## src/rtl/ped_if.sv

```systemverilog
// Light inputs, push-button and lamp outputs shared by the pedestrian signal stage.
interface ped_if #(parameter int CNT_W = 8);
  logic             red;
  logic             yellow;
  logic             green;
  logic             ped_btn;
  logic             walk;
  logic             dont_walk;
  logic             ped_wait;
  logic             fault;
  logic [CNT_W-1:0] countdown;

  modport master (output red, yellow, green, ped_btn,
                  input  walk, dont_walk, ped_wait, countdown, fault);
  modport slave  (input  red, yellow, green, ped_btn,
                  output walk, dont_walk, ped_wait, countdown, fault);
endinterface

```

## src/rtl/ped_signal_controller.sv

```systemverilog
// Pedestrian WALK / flashing DON'T WALK stage driven by the upstream light outputs,
// with a debounced push-button request and a sticky light-conflict fault.
module ped_signal_controller #(
  parameter int DEBOUNCE_CYCLES = 4,
  parameter int WALK_CYCLES     = 20,
  parameter int FLASH_CYCLES    = 10,
  parameter int BLINK_HALF      = 2,
  parameter int CNT_W           = 8
) (
  input logic  clk,
  input logic  rst,
  ped_if.slave bus
);
  localparam int DW = $clog2(DEBOUNCE_CYCLES + 1);
  localparam int PW = $clog2(2 * BLINK_HALF + 1);

  typedef enum logic [1:0] {IDLE, WAIT, WALK, FLASH} state_t;

  state_t           state, state_n;
  logic             sync1, sync2, req, req_n, red_q, fault, fault_n;
  logic             walk, walk_n, dont_walk, dont_walk_n;
  logic             press, red_rise, conflict, enter_walk;
  logic [DW-1:0]    deb_cnt, deb_cnt_n;
  logic [PW-1:0]    ph, ph_n;
  logic [CNT_W-1:0] cnt, cnt_n;

  // Counter saturates at DEBOUNCE_CYCLES, so a held button crosses the threshold once.
  always_comb begin
    deb_cnt_n = '0;
    if (sync2)
      deb_cnt_n = (deb_cnt == DW'(DEBOUNCE_CYCLES)) ? deb_cnt : deb_cnt + DW'(1);
  end
  assign press = sync2 && (deb_cnt == DW'(DEBOUNCE_CYCLES - 1));

  assign conflict   = (bus.red & bus.yellow) | (bus.red & bus.green) | (bus.yellow & bus.green);
  assign red_rise   = bus.red & ~red_q;
  assign enter_walk = (state == WAIT) && red_rise;

  always_comb begin
    state_n = state;
    cnt_n   = cnt;
    ph_n    = ph;
    fault_n = fault | conflict;
    req_n   = press | (req & ~enter_walk);
    unique case (state)
      IDLE: if (req) state_n = WAIT;
      WAIT: if (red_rise) begin
        state_n = WALK;
        cnt_n   = CNT_W'(WALK_CYCLES);
      end
      WALK: if (!bus.red) begin
        state_n = req ? WAIT : IDLE;
        cnt_n   = '0;
      end else if (cnt == CNT_W'(1)) begin
        state_n = FLASH;
        cnt_n   = CNT_W'(FLASH_CYCLES);
        ph_n    = '0;
      end else begin
        cnt_n   = cnt - CNT_W'(1);
      end
      FLASH: if (!bus.red || cnt == CNT_W'(1)) begin
        state_n = req ? WAIT : IDLE;
        cnt_n   = '0;
      end else begin
        cnt_n   = cnt - CNT_W'(1);
        ph_n    = (ph == PW'(2 * BLINK_HALF - 1)) ? '0 : ph + PW'(1);
      end
      default: begin
        state_n = IDLE;
        cnt_n   = '0;
      end
    endcase
    // A conflicting light sample overrides whatever else happens on this edge.
    if (fault_n) begin
      state_n = IDLE;
      cnt_n   = '0;
      req_n   = 1'b0;
    end
    walk_n      = (state_n == WALK);
    dont_walk_n = (state_n != WALK) && !((state_n == FLASH) && (ph_n >= PW'(BLINK_HALF)));
  end

  always_ff @(posedge clk) begin
    if (!rst) begin
      state     <= IDLE;
      sync1     <= 1'b0;
      sync2     <= 1'b0;
      deb_cnt   <= '0;
      req       <= 1'b0;
      red_q     <= 1'b1;
      fault     <= 1'b0;
      cnt       <= '0;
      ph        <= '0;
      walk      <= 1'b0;
      dont_walk <= 1'b1;
    end else begin
      state     <= state_n;
      sync1     <= bus.ped_btn;
      sync2     <= sync1;
      deb_cnt   <= deb_cnt_n;
      req       <= req_n;
      red_q     <= bus.red;
      fault     <= fault_n;
      cnt       <= cnt_n;
      ph        <= ph_n;
      walk      <= walk_n;
      dont_walk <= dont_walk_n;
    end
  end

  assign bus.walk      = walk;
  assign bus.dont_walk = dont_walk;
  assign bus.ped_wait  = req;
  assign bus.countdown = cnt;
  assign bus.fault     = fault;
endmodule
```

## src/flat_wrapper.sv

```systemverilog
// flat-port wrapper written by rule: the top's interface ports become plain ports
module ped_signal_controller_flat 
#(
  parameter int DEBOUNCE_CYCLES = 4,
  parameter int WALK_CYCLES     = 20,
  parameter int FLASH_CYCLES    = 10,
  parameter int BLINK_HALF      = 2,
  parameter int CNT_W           = 8
)
  (clk, rst, bus_red, bus_yellow, bus_green, bus_ped_btn, bus_walk, bus_dont_walk, bus_ped_wait, bus_countdown, bus_fault);
  ped_if #(.CNT_W(CNT_W)) bus_i ();
  input logic clk;
  input logic rst;
  input wire logic [$bits(bus_i.red)-1:0] bus_red;
  input wire logic [$bits(bus_i.yellow)-1:0] bus_yellow;
  input wire logic [$bits(bus_i.green)-1:0] bus_green;
  input wire logic [$bits(bus_i.ped_btn)-1:0] bus_ped_btn;
  output wire logic [$bits(bus_i.walk)-1:0] bus_walk;
  output wire logic [$bits(bus_i.dont_walk)-1:0] bus_dont_walk;
  output wire logic [$bits(bus_i.ped_wait)-1:0] bus_ped_wait;
  output wire logic [$bits(bus_i.countdown)-1:0] bus_countdown;
  output wire logic [$bits(bus_i.fault)-1:0] bus_fault;
  assign bus_i.red = bus_red;
  assign bus_i.yellow = bus_yellow;
  assign bus_i.green = bus_green;
  assign bus_i.ped_btn = bus_ped_btn;
  assign bus_walk = bus_i.walk;
  assign bus_dont_walk = bus_i.dont_walk;
  assign bus_ped_wait = bus_i.ped_wait;
  assign bus_countdown = bus_i.countdown;
  assign bus_fault = bus_i.fault;
  ped_signal_controller #(.DEBOUNCE_CYCLES(DEBOUNCE_CYCLES), .WALK_CYCLES(WALK_CYCLES), .FLASH_CYCLES(FLASH_CYCLES), .BLINK_HALF(BLINK_HALF), .CNT_W(CNT_W)) u_core (.clk(clk), .rst(rst), .bus(bus_i));
endmodule
```

## config.mk

```make
export PLATFORM = sky130hd
export DESIGN_NAME = ped_signal_controller_flat
export DESIGN_NICKNAME = d
export VERILOG_FILES = /design/src/rtl/ped_if.sv /design/src/rtl/ped_signal_controller.sv /design/src/flat_wrapper.sv
export SDC_FILE = /design/constraint.sdc
export NUM_CORES = 1
export LEC_CHECK = 0
export CORE_UTILIZATION = 37
export DETAILED_ROUTE_END_ITERATION = 8
export PLACE_DENSITY = 0.7
export SYNTH_ARGS = -nofsm -noshare
export SYNTH_HDL_FRONTEND = slang
export SYNTH_SLANG_ARGS = --single-unit
```

## constraint.sdc

```tcl
create_clock -name clk -period 2.9 [get_ports clk]
set_input_delay 0.58 -clock clk [delete_from_list [all_inputs] [get_ports clk]]
set_output_delay 0.58 -clock clk [all_outputs]
set_load 0.1 [all_outputs]
```

==> impl.org, run 1 <==
** Place
- Placer congestion estimate :: 0.812
- Once placement completed, the tool counted placed cells totaling 176.
- Port buffering added 17 buffers.
- The wire-length estimate of the detail-placed layout is 1.79 mm.

** Worst setup path
- CP Max Fanout :: 11
- Register-to-register path setup slack :: 0.63 ns
- The worst setup path is launched from a flop.
- In this run the critical register-to-register path is captured at u_core.bus.dont_walk.
- Worst flop-to-flop path startpoint :: u_core.bus.countdown[2]
- Arrival time at the worst endpoint :: 2.50 ns
- Critical path class :: flop to flop
- The worst setup path is captured at a flop.
- Counting stages on the worst path, the most repeated cell is a22o_1.
- Cell with the largest stage delay on the worst path :: or4_4
- The critical path ends at u_core.bus.dont_walk.
- The signal on the critical path passes through or4_4 -> o311a_1 -> a22o_1 -> a22o_1 -> o31ai_1.
- STA puts the critical path data required time at 3.13 ns.
- Measured in cells, the most critical reg-to-reg path has a length of 5.
- The largest single stage delay on the critical path is 0.58 ns.
- In this run the worst setup path begins at u_core.bus.countdown[2].

** Die
- The region available for standard cell placement spans 0.00281 mm².
- # rows :: 19
- Once the floorplan was initialized, standard cells occupied 39.6% of the core.
- Floorplan die width :: 56.8 µm
- Die Area :: 0.00323 mm²
- 18 I/O pins were placed.
- Die extent in y :: 56.8 µm

** Layout
- Area added between synthesis and finish :: 17.0%
- After the last flow step, the layout net total stands at 162.
- The top cell types in the final layout, fill and taps aside, are 23 x dfxtp_1, 13 x nor2_1, 13 x nand2_1, 13 x buf_4, 12 x inv_1.
- Fraction of final layout cells with drive strength greater than 1 :: 11.4%
- Number of antenna diodes :: 0
- Leaving out fill and tap cells, the most frequent cell in the layout is dfxtp_1.
- Once layout is complete, the cells apart from fillers number 180.

** Clocking
- In this run the post-CTS setup repair buffer count came out at 0.
- Register clock-pin slew on the reported worst setup and hold paths :: 0.13 ns
- Maximum clock path buffer count :: 2
- CTS built an H-tree with a depth of 1.
- CTS saw 23 sinks.
- Buffers inserted to repair hold after CTS numbered 0.
- CTS buffer count :: 3
- Clock insertion delay at the later pin of the skew report :: 0.31 ns
- The number of gates resized after CTS was 0.
- Cell at the root of the clock tree :: clkbuf_4
- Clock tree from TritonCTS :: done

** Power and ir drop
- Internal power consumption :: 385 µW
- Power density of the placed cells :: 388 mW/mm²
- The design draws 505 µW.
- Registers are responsible for 63.7% of the overall power.
- Leak Pwr :: 0.520 nW
- Share of total power in the clock network :: 29.6%
- Fraction of power spent switching nets :: 23.7%
- Across the VDD grid, the largest voltage drop is 0.201 mV.
- Combinational logic burns 6.7% of the power.
- Net switching power figure :: 119 µW

** Global routing
- The initial antenna violation count was 0.
- Remaining global-route overflow :: 0
- Maximum number of pins on one net before global-route repair :: 13
- Global-route usage over all layers :: 16.4%
- Global-route wire length before repair :: 4.12 mm
- The via count of the first global-routing pass came to 951.

** Run status
- Failing checks :: DRC
- The run finished, with violations left.

** Timing
- Total Neg Setup Slack :: 0 ns
- Timing-limited maximum frequency :: 441 MHz
- The tightest hold path in the finished design has a slack of 0.453 ns.
- Setup violations remaining at the end of the flow were counted as 0.
- On the final layout, the worst clock skew is 0.0104 ns.
- Period minus WS final :: 2.27 ns
- Unrepaired setup endpoints after global routing :: no
- Hold Vio Cnt, Final :: 0
- The final critical path takes up 78.2% of the cycle.
- Slew Limit Fails :: 0
- The worst pin sits at a relative slew slack of 61.6%.
- Transition time at the pin with the least slew margin :: 0.569 ns

** Synth
- The synthesized design contains 23 register bits.
- Xor-xnor portion of the synthesized cell area :: 0.788%
- Of the synthesized area, sequential elements account for 41.4%.
- For this run, the number of Yosys warnings is 0.
- Post-Syn Area per Cell :: 8.42 µm²
- Total nets after synthesis :: 144
- Number of library cell types mapped by synthesis :: 37
- Summing the areas of all fa, ha and maj instances in the mapped netlist gives 6.76% of the synthesized area.
- Multiplexer area fraction after synthesis :: 0.901%
- Compound-cell area share of the yosys netlist :: 23.3%
- Main combinational cell family by area after synthesis :: compound AO/OA/AOI/OAI gates
- Simple-gate portion of the synthesized area :: 20.6%
- Gate Count Post-Synth :: 132
- Post-Synthesis Cell Area :: 0.00111 mm²

** Routing
- The first detailed-routing pass ran for 6 iterations.
- Count of vias placed by the detailed router :: 1031
- In the routed design, unresolved DRC markers number 6.
- After detailed routing, the average wire length per cell comes to 13.7 µm.
- Routed wire length :: 2.46 mm
- The count of nets left with antenna violations once routing finished came out at 0.
- Drt via density :: 5.73
- The first routing iteration left 33 violations.

** Run
- MaxCap Viol Count :: 0

** Worst hold path
- Hold crit path type :: flop to flop
- Hold Startpoint :: u_core.sync1
how the worst min path moves through the flow:
stage                    to  slack, ns  depth (start not counted)
2_1_floorplan  u_core.sync2       0.41                          1
3_3_place_gp   u_core.sync2       0.42                          1
3_5_place_dp   u_core.sync2       0.43                          1
4_1_cts        u_core.sync2       0.46                          1
5_1_grt        u_core.sync2       0.49                          1
6_report       u_core.sync2       0.45                          1
Yosys cell counts:
cell type	n	area (µm²)
buf_4	1	7.51
nor2_1	13	48.8
dfxtp_1	23	460
nand3_1	1	5.00
nand3b_1	1	7.51
a21oi_1	9	45.0
a221o_1	1	10.0
nand2_1	13	48.8
clkbuf_1	3	11.3
mux2i_1	1	10.0
nor3_1	5	25.0
a31oi_1	2	12.5
xnor2_1	1	8.76
a221oi_1	2	17.5
o31ai_1	2	15.0
o21a_1	1	7.51
o21ai_0	5	25.0
nor4_1	2	12.5
a41oi_1	1	8.76
buf_2	1	5.00
inv_1	12	45.0
ha_1	6	75.1
or4_4	1	11.3
nand4_1	1	6.26
a22oi_1	1	7.51
o22ai_1	1	6.26
o311a_1	1	10.0
o21bai_1	1	7.51
a21o_1	1	7.51
a22o_1	3	26.3
a2bb2oi_1	1	8.76
a311oi_1	3	26.3
o311ai_0	2	17.5
and2_1	6	37.5
nand2b_1	2	12.5
nor3b_1	1	7.51
or3_1	1	6.26
cell type report:
cell class                 instances  area (µm²)
fill                             282        1510
multi-input combinational         92         582
sequential                        23         460
timing repair buffer              18         148
inverter                          12        45.0
tap                               31        38.8
clock buffer                       4        26.3
metrics by stage:
step                worst slack, ns  cell area [µm²]  util, %
floorplan                     0.424             1110        -
CTS                           0.613             1300     46.3
detailed placement            0.559             1270     45.4
finish                        0.631             1300     46.3
global placement              0.643             1270     45.4
global route                  0.463             1300     46.3
logic make-up (layout without fill, tap and decap cells):
group           Yosys count  count (layout)
compound gates           37              37
xor+xnor                  1               1
fa+ha+maj                 6               6
buf+inv                  17              34
flops                    23              23
mux                       1               1
simple gates             47              47
registers in the layout, summed over array words and instances, names as in the netlist:
name and cells:
u_core.bus.walk 1, u_core.bus.dont_walk 1, u_core.bus.fault 1, u_core.ph 3, u_core.sync2 1, u_core.deb_cnt 3
u_core.sync1 1, u_core.red_q 1, u_core.bus.ped_wait 1, u_core.state 2, u_core.bus.countdown 8
critical path, delay by kind of cell (launching register included):
family	cells	cell delay, ns
flops	1	0.40
compound gates	4	1.22
simple gates	1	0.58
metal layers:
| layer | global-route usage (%) | wire [µm] |
|---|---|---|
| met1 | 21.2 | 1220 |
| met5 | 0 | 0 |
| met4 | 6.27 | 29 |
| met2 | 27.2 | 1090 |
| met3 | 3.00 | 121 |
power by group through the flow:
stage	logic [mW]	clock network, mW	registers (mW)
3_5_place_dp	0.0340	0	0.329
6_report	0.0341	0.149	0.322
5_1_grt	0.0365	0.171	0.323
2_1_floorplan	0.0119	0	0.337
3_3_place_gp	0.0329	0	0.329
4_1_cts	0.0340	0.155	0.322
No activity file was read; power rests on OpenSTA's default activity.
==> run 2, diff against run 1 <==
clock period = 2.1 ns   (was 2.9 ns; I/O delays follow)
==> impl.org, run 2 (synthesis results as in run 1) <==
** Power and ir drop
- The fraction of power spent switching nets was 24.1% (+0.44 points).
- The combinational power share was 7.2% (+0.5 points).
- Sequential Power Share :: 63.3% (-0.4 points)
- The power density normalized to cell area came to 495 mW/mm² (+27%).
- The clock group share of total power is 29.5% (about the same).
- The design internal power came to 528 µW (+37%).
- The worst vdd rail ir drop came to 0.232 mV (+15%).
- Leak Pwr :: 0.581 nW (+12%)
- The power spent charging and discharging nets was 168 µW (+40%).
- The total chip power is 695 µW (+38%).

** Die
- The number of rows in the core area was 19 (unchanged).
- The area of the die came to 0.00323 mm² (unchanged).
- # IOs :: 18 (unchanged)
- Initial core utilization :: 39.6% (unchanged)
- The height of the die is 56.8 µm (unchanged).
- The area of the core region came to 0.00281 mm² (unchanged).
- Floorplan die width :: 56.8 µm (unchanged)

** Place
- I/O Buffers :: 17 (unchanged)
- The worst setup slack before clock tree synthesis was 0.0191 ns (-0.540 ns).
- The cell area reported after detailed placement was 0.00134 mm² (+4.9%).
- The post-DP HPWL is 1.95 mm (+8.8%).
- Placer congestion estimate :: 0.880 (+8.3%)
- The cell total after placement was 182 (+3.4%).

** Layout
- The footprint of the multi-input gates came to 593 µm² (+1.9%).
- The number of diodes was 0 (unchanged).
- Final nets :: 172 (+6.2%)
- Flip-flop count of the largest register after layout :: 8 (unchanged)
- Relative to the synthesized area, the layout overhead comes to 26.5%.
- Post-Layout Inst Area :: 0.00141 mm² (+8.1%)
- Fraction of final layout cells with drive strength greater than 1 :: 23.3% (+12 points)
- Post-route non-filler standard cell count :: 190 (+5.6%)
- The number of fill cells in the layout was 280 (-0.71%).
- In the layout the commonest cells are 23 x buf_4, 15 x dfxtp_1, 13 x nor2_1, 13 x nand2_1, 12 x inv_1.
- Combined flip-flop and latch cell area :: 478 µm² (+3.8%)
- The library cell used most frequently in the layout, excluding fill and tap cells, is buf_4.

** Timing
- Slew Limit Headroom :: 61.1% (-0.52 points)
- The slew of the pin with the lowest slew margin is 0.577 ns (+0.00771 ns).
- Total Neg Setup Slack :: 0 ns (unchanged)
- The minimum period implied by the final worst setup slack came to 2.03 ns (-0.240 ns).
- The smallest setup slack after layout is 0.0712 ns (-0.560 ns).
- The total count of max-transition violations in the final report came to 0 (unchanged).
- Timing-limited maximum frequency :: 493 MHz (+12%)
- The number of hold violations in the final report came to 0 (unchanged).
- Final cycle utilization of the critical path :: 96.6% (+18 points)
- Setup repair after global routing left no endpoint under its margin.
- The final-report setup violation count is 0 (unchanged).
- The worst clock skew on the final layout came to 0.00391 ns (-0.00650 ns).

** Worst setup path
- Worst reg-to-reg path cell count :: 5 (unchanged)
- In this run the critical register-to-register path is launched from u_core.bus.countdown[3].
- Register-to-register path setup slack :: 0.07 ns (-0.56 ns)
- Critical path class :: flop to flop
- The required arrival time at the worst endpoint is 2.33 ns (-0.80 ns).
- The data arrival time of the worst path came to 2.26 ns (-0.24 ns).
- Endpoint of the worst register-to-register path :: u_core.bus.dont_walk
- STA classifies the critical path endpoint as a flop.
- Type of origin of the critical path :: flop
- The top fanout value on the critical path is 5 (-6).

** Run status
- The flow ran to the end, but the final reports show violations.
- The checks that failed: DRC.

** Clocking
- Clock sink count :: 23 (unchanged)
- Clock tree from TritonCTS :: done
- The clock latency reported for the late side of the worst-skew pair came to 0.31 ns (about the same).
- The clock tree buffer depth is 2 (unchanged).
- Cell at the root of the clock tree :: clkbuf_4
- The number of buffers created by CTS came to 3 (unchanged).
- The number of H-tree levels was 1 (unchanged).
- Hold-fix buffers, CTS :: 0 (unchanged)
- The clock-pin slew reported for the worst setup and hold paths after clock tree synthesis came to 0.13 ns (about the same).

** Global routing
- Met1 capacity usage during global routing :: 22.2% (+1.1 points)
- Maximum number of pins on one net before global-route repair :: 14 (+1)
- After global routing, the most crowded layer is met2.
- Number of antenna violations at the first check in global routing :: 0 (unchanged)
- GR met2 Demand/Resource :: 27.9% (+0.68 points)
- The overall overflow remaining after global route is 0 (unchanged).
- Met3 track demand over resource :: 2.07% (-0.92 points)
- Global-route usage over all layers :: 16.9% (+0.43 points)
- The global-route wire length before repair is 4.28 mm (+4.0%).
- The via count of the first global-routing pass was 975 (+2.5%).

** Routing
- Drt via density :: 5.58 (-2.5%)
- The post-detailed-route count of antenna-violating nets came to 0 (unchanged).
- Routed wire length :: 2.62 mm (+6.4%)
- Final routed wire length divided by cell count :: 13.8 µm (+0.77%)
- The number of remaining DRC errors is 4 (-2).
- The total number of vias was 1061 (+2.9%).
- Detailed Route Iter0 Violations :: 49 (+48%)
- Total iterations of the first detailed-routing run :: 6 (unchanged)

** Worst hold path
- The path with the worst hold slack has its endpoint at u_core.sync2.
- Hold-critical path depth :: 1 (unchanged)
- The startpoint identified for the worst hold timing path is u_core.sync1.
- The worst hold path belongs to the class flop to flop.

** Run
- MaxCap Viol Count :: 0 (unchanged)
## run 2: changes by cell type in the layout (fill, tap and decap cells not counted)
cell      delta
buf_4       +10
dfxtp_1      -8
dfxtp_2      +5
dfxtp_4      +3
clkbuf_1     -1
clkinv_2     +1
o311a_1      -1
o311a_4      +1
## run 2: final cells by class
cell class              instances  share of cell area [%]
repair buffers                 28                    15.9
clock buffers                   3                    1.60
well taps                      31                    2.76
multi-input cells              92                    42.2
inverters                      12                    3.21
clock inverters                 1                   0.356
flip-flops and latches         23                    34.0
## run 2: layer usage
metal	share of wire (%)	wire length (µm)
met4	1.3	33
met1	49	1270
met2	46	1200
met5	0	0
met3	4.2	110
## run 2: what timing repair did
item | CTS | global route
endpoints found under the setup margin | 0 | 1
hold endpoints to repair | 0 | 0
gates resized for setup | 0 | 1
buffers inserted | 0 | 4
## run 2: worst max-delay path by stage
| stage | from | end | slack, ns | cells past startpoint |
|---|---|---|---|---|
| 2_1_floorplan | u_core.bus.countdown[4] | u_core.bus.countdown[2] | 0.009 | 6 |
| 3_3_place_gp | u_core.bus.countdown[4] | u_core.bus.dont_walk | 0.08 | 5 |
| 3_5_place_dp | bus_red | u_core.bus.countdown[6] | 0.02 | 6 |
| 4_1_cts | u_core.bus.countdown[4] | u_core.bus.dont_walk | 0.0008 | 5 |
| 5_1_grt | u_core.bus.countdown[3] | u_core.bus.countdown[6] | 0.02 | 6 |
| 6_report | u_core.bus.countdown[3] | u_core.bus.dont_walk | 0.07 | 5 |
## run 2: critical path, cell delays in order (launching register included)
cell	delay, ns
dfxtp_4	0.37
or4_4	0.57
o311a_4	0.41
a22o_1	0.19
a22o_1	0.23
o31ai_1	0.18
## run 2: through the flow
| step | hold slack, ns | util, % |
|---|---|---|
| 3_5_place_dp | 0.423 | 47.6 |
| 5_1_grt | 0.462 | 50.1 |
| 6_report | 0.450 | 50.1 |
| 2_1_floorplan | 0.412 | - |
| 3_3_place_gp | 0.417 | 47.6 |
| 4_1_cts | 0.457 | 48.6 |
## run 2: power groups by stage
stage / logic [mW] / registers, mW / clock network [mW]
final: 0.0499 / 0.440 / 0.205
after global routing: 0.0540 / 0.441 / 0.236
after CTS: 0.0498 / 0.440 / 0.214
after detailed placement: 0.0496 / 0.450 / 0
after global placement: 0.0487 / 0.450 / 0
after floorplan: 0.0164 / 0.461 / 0
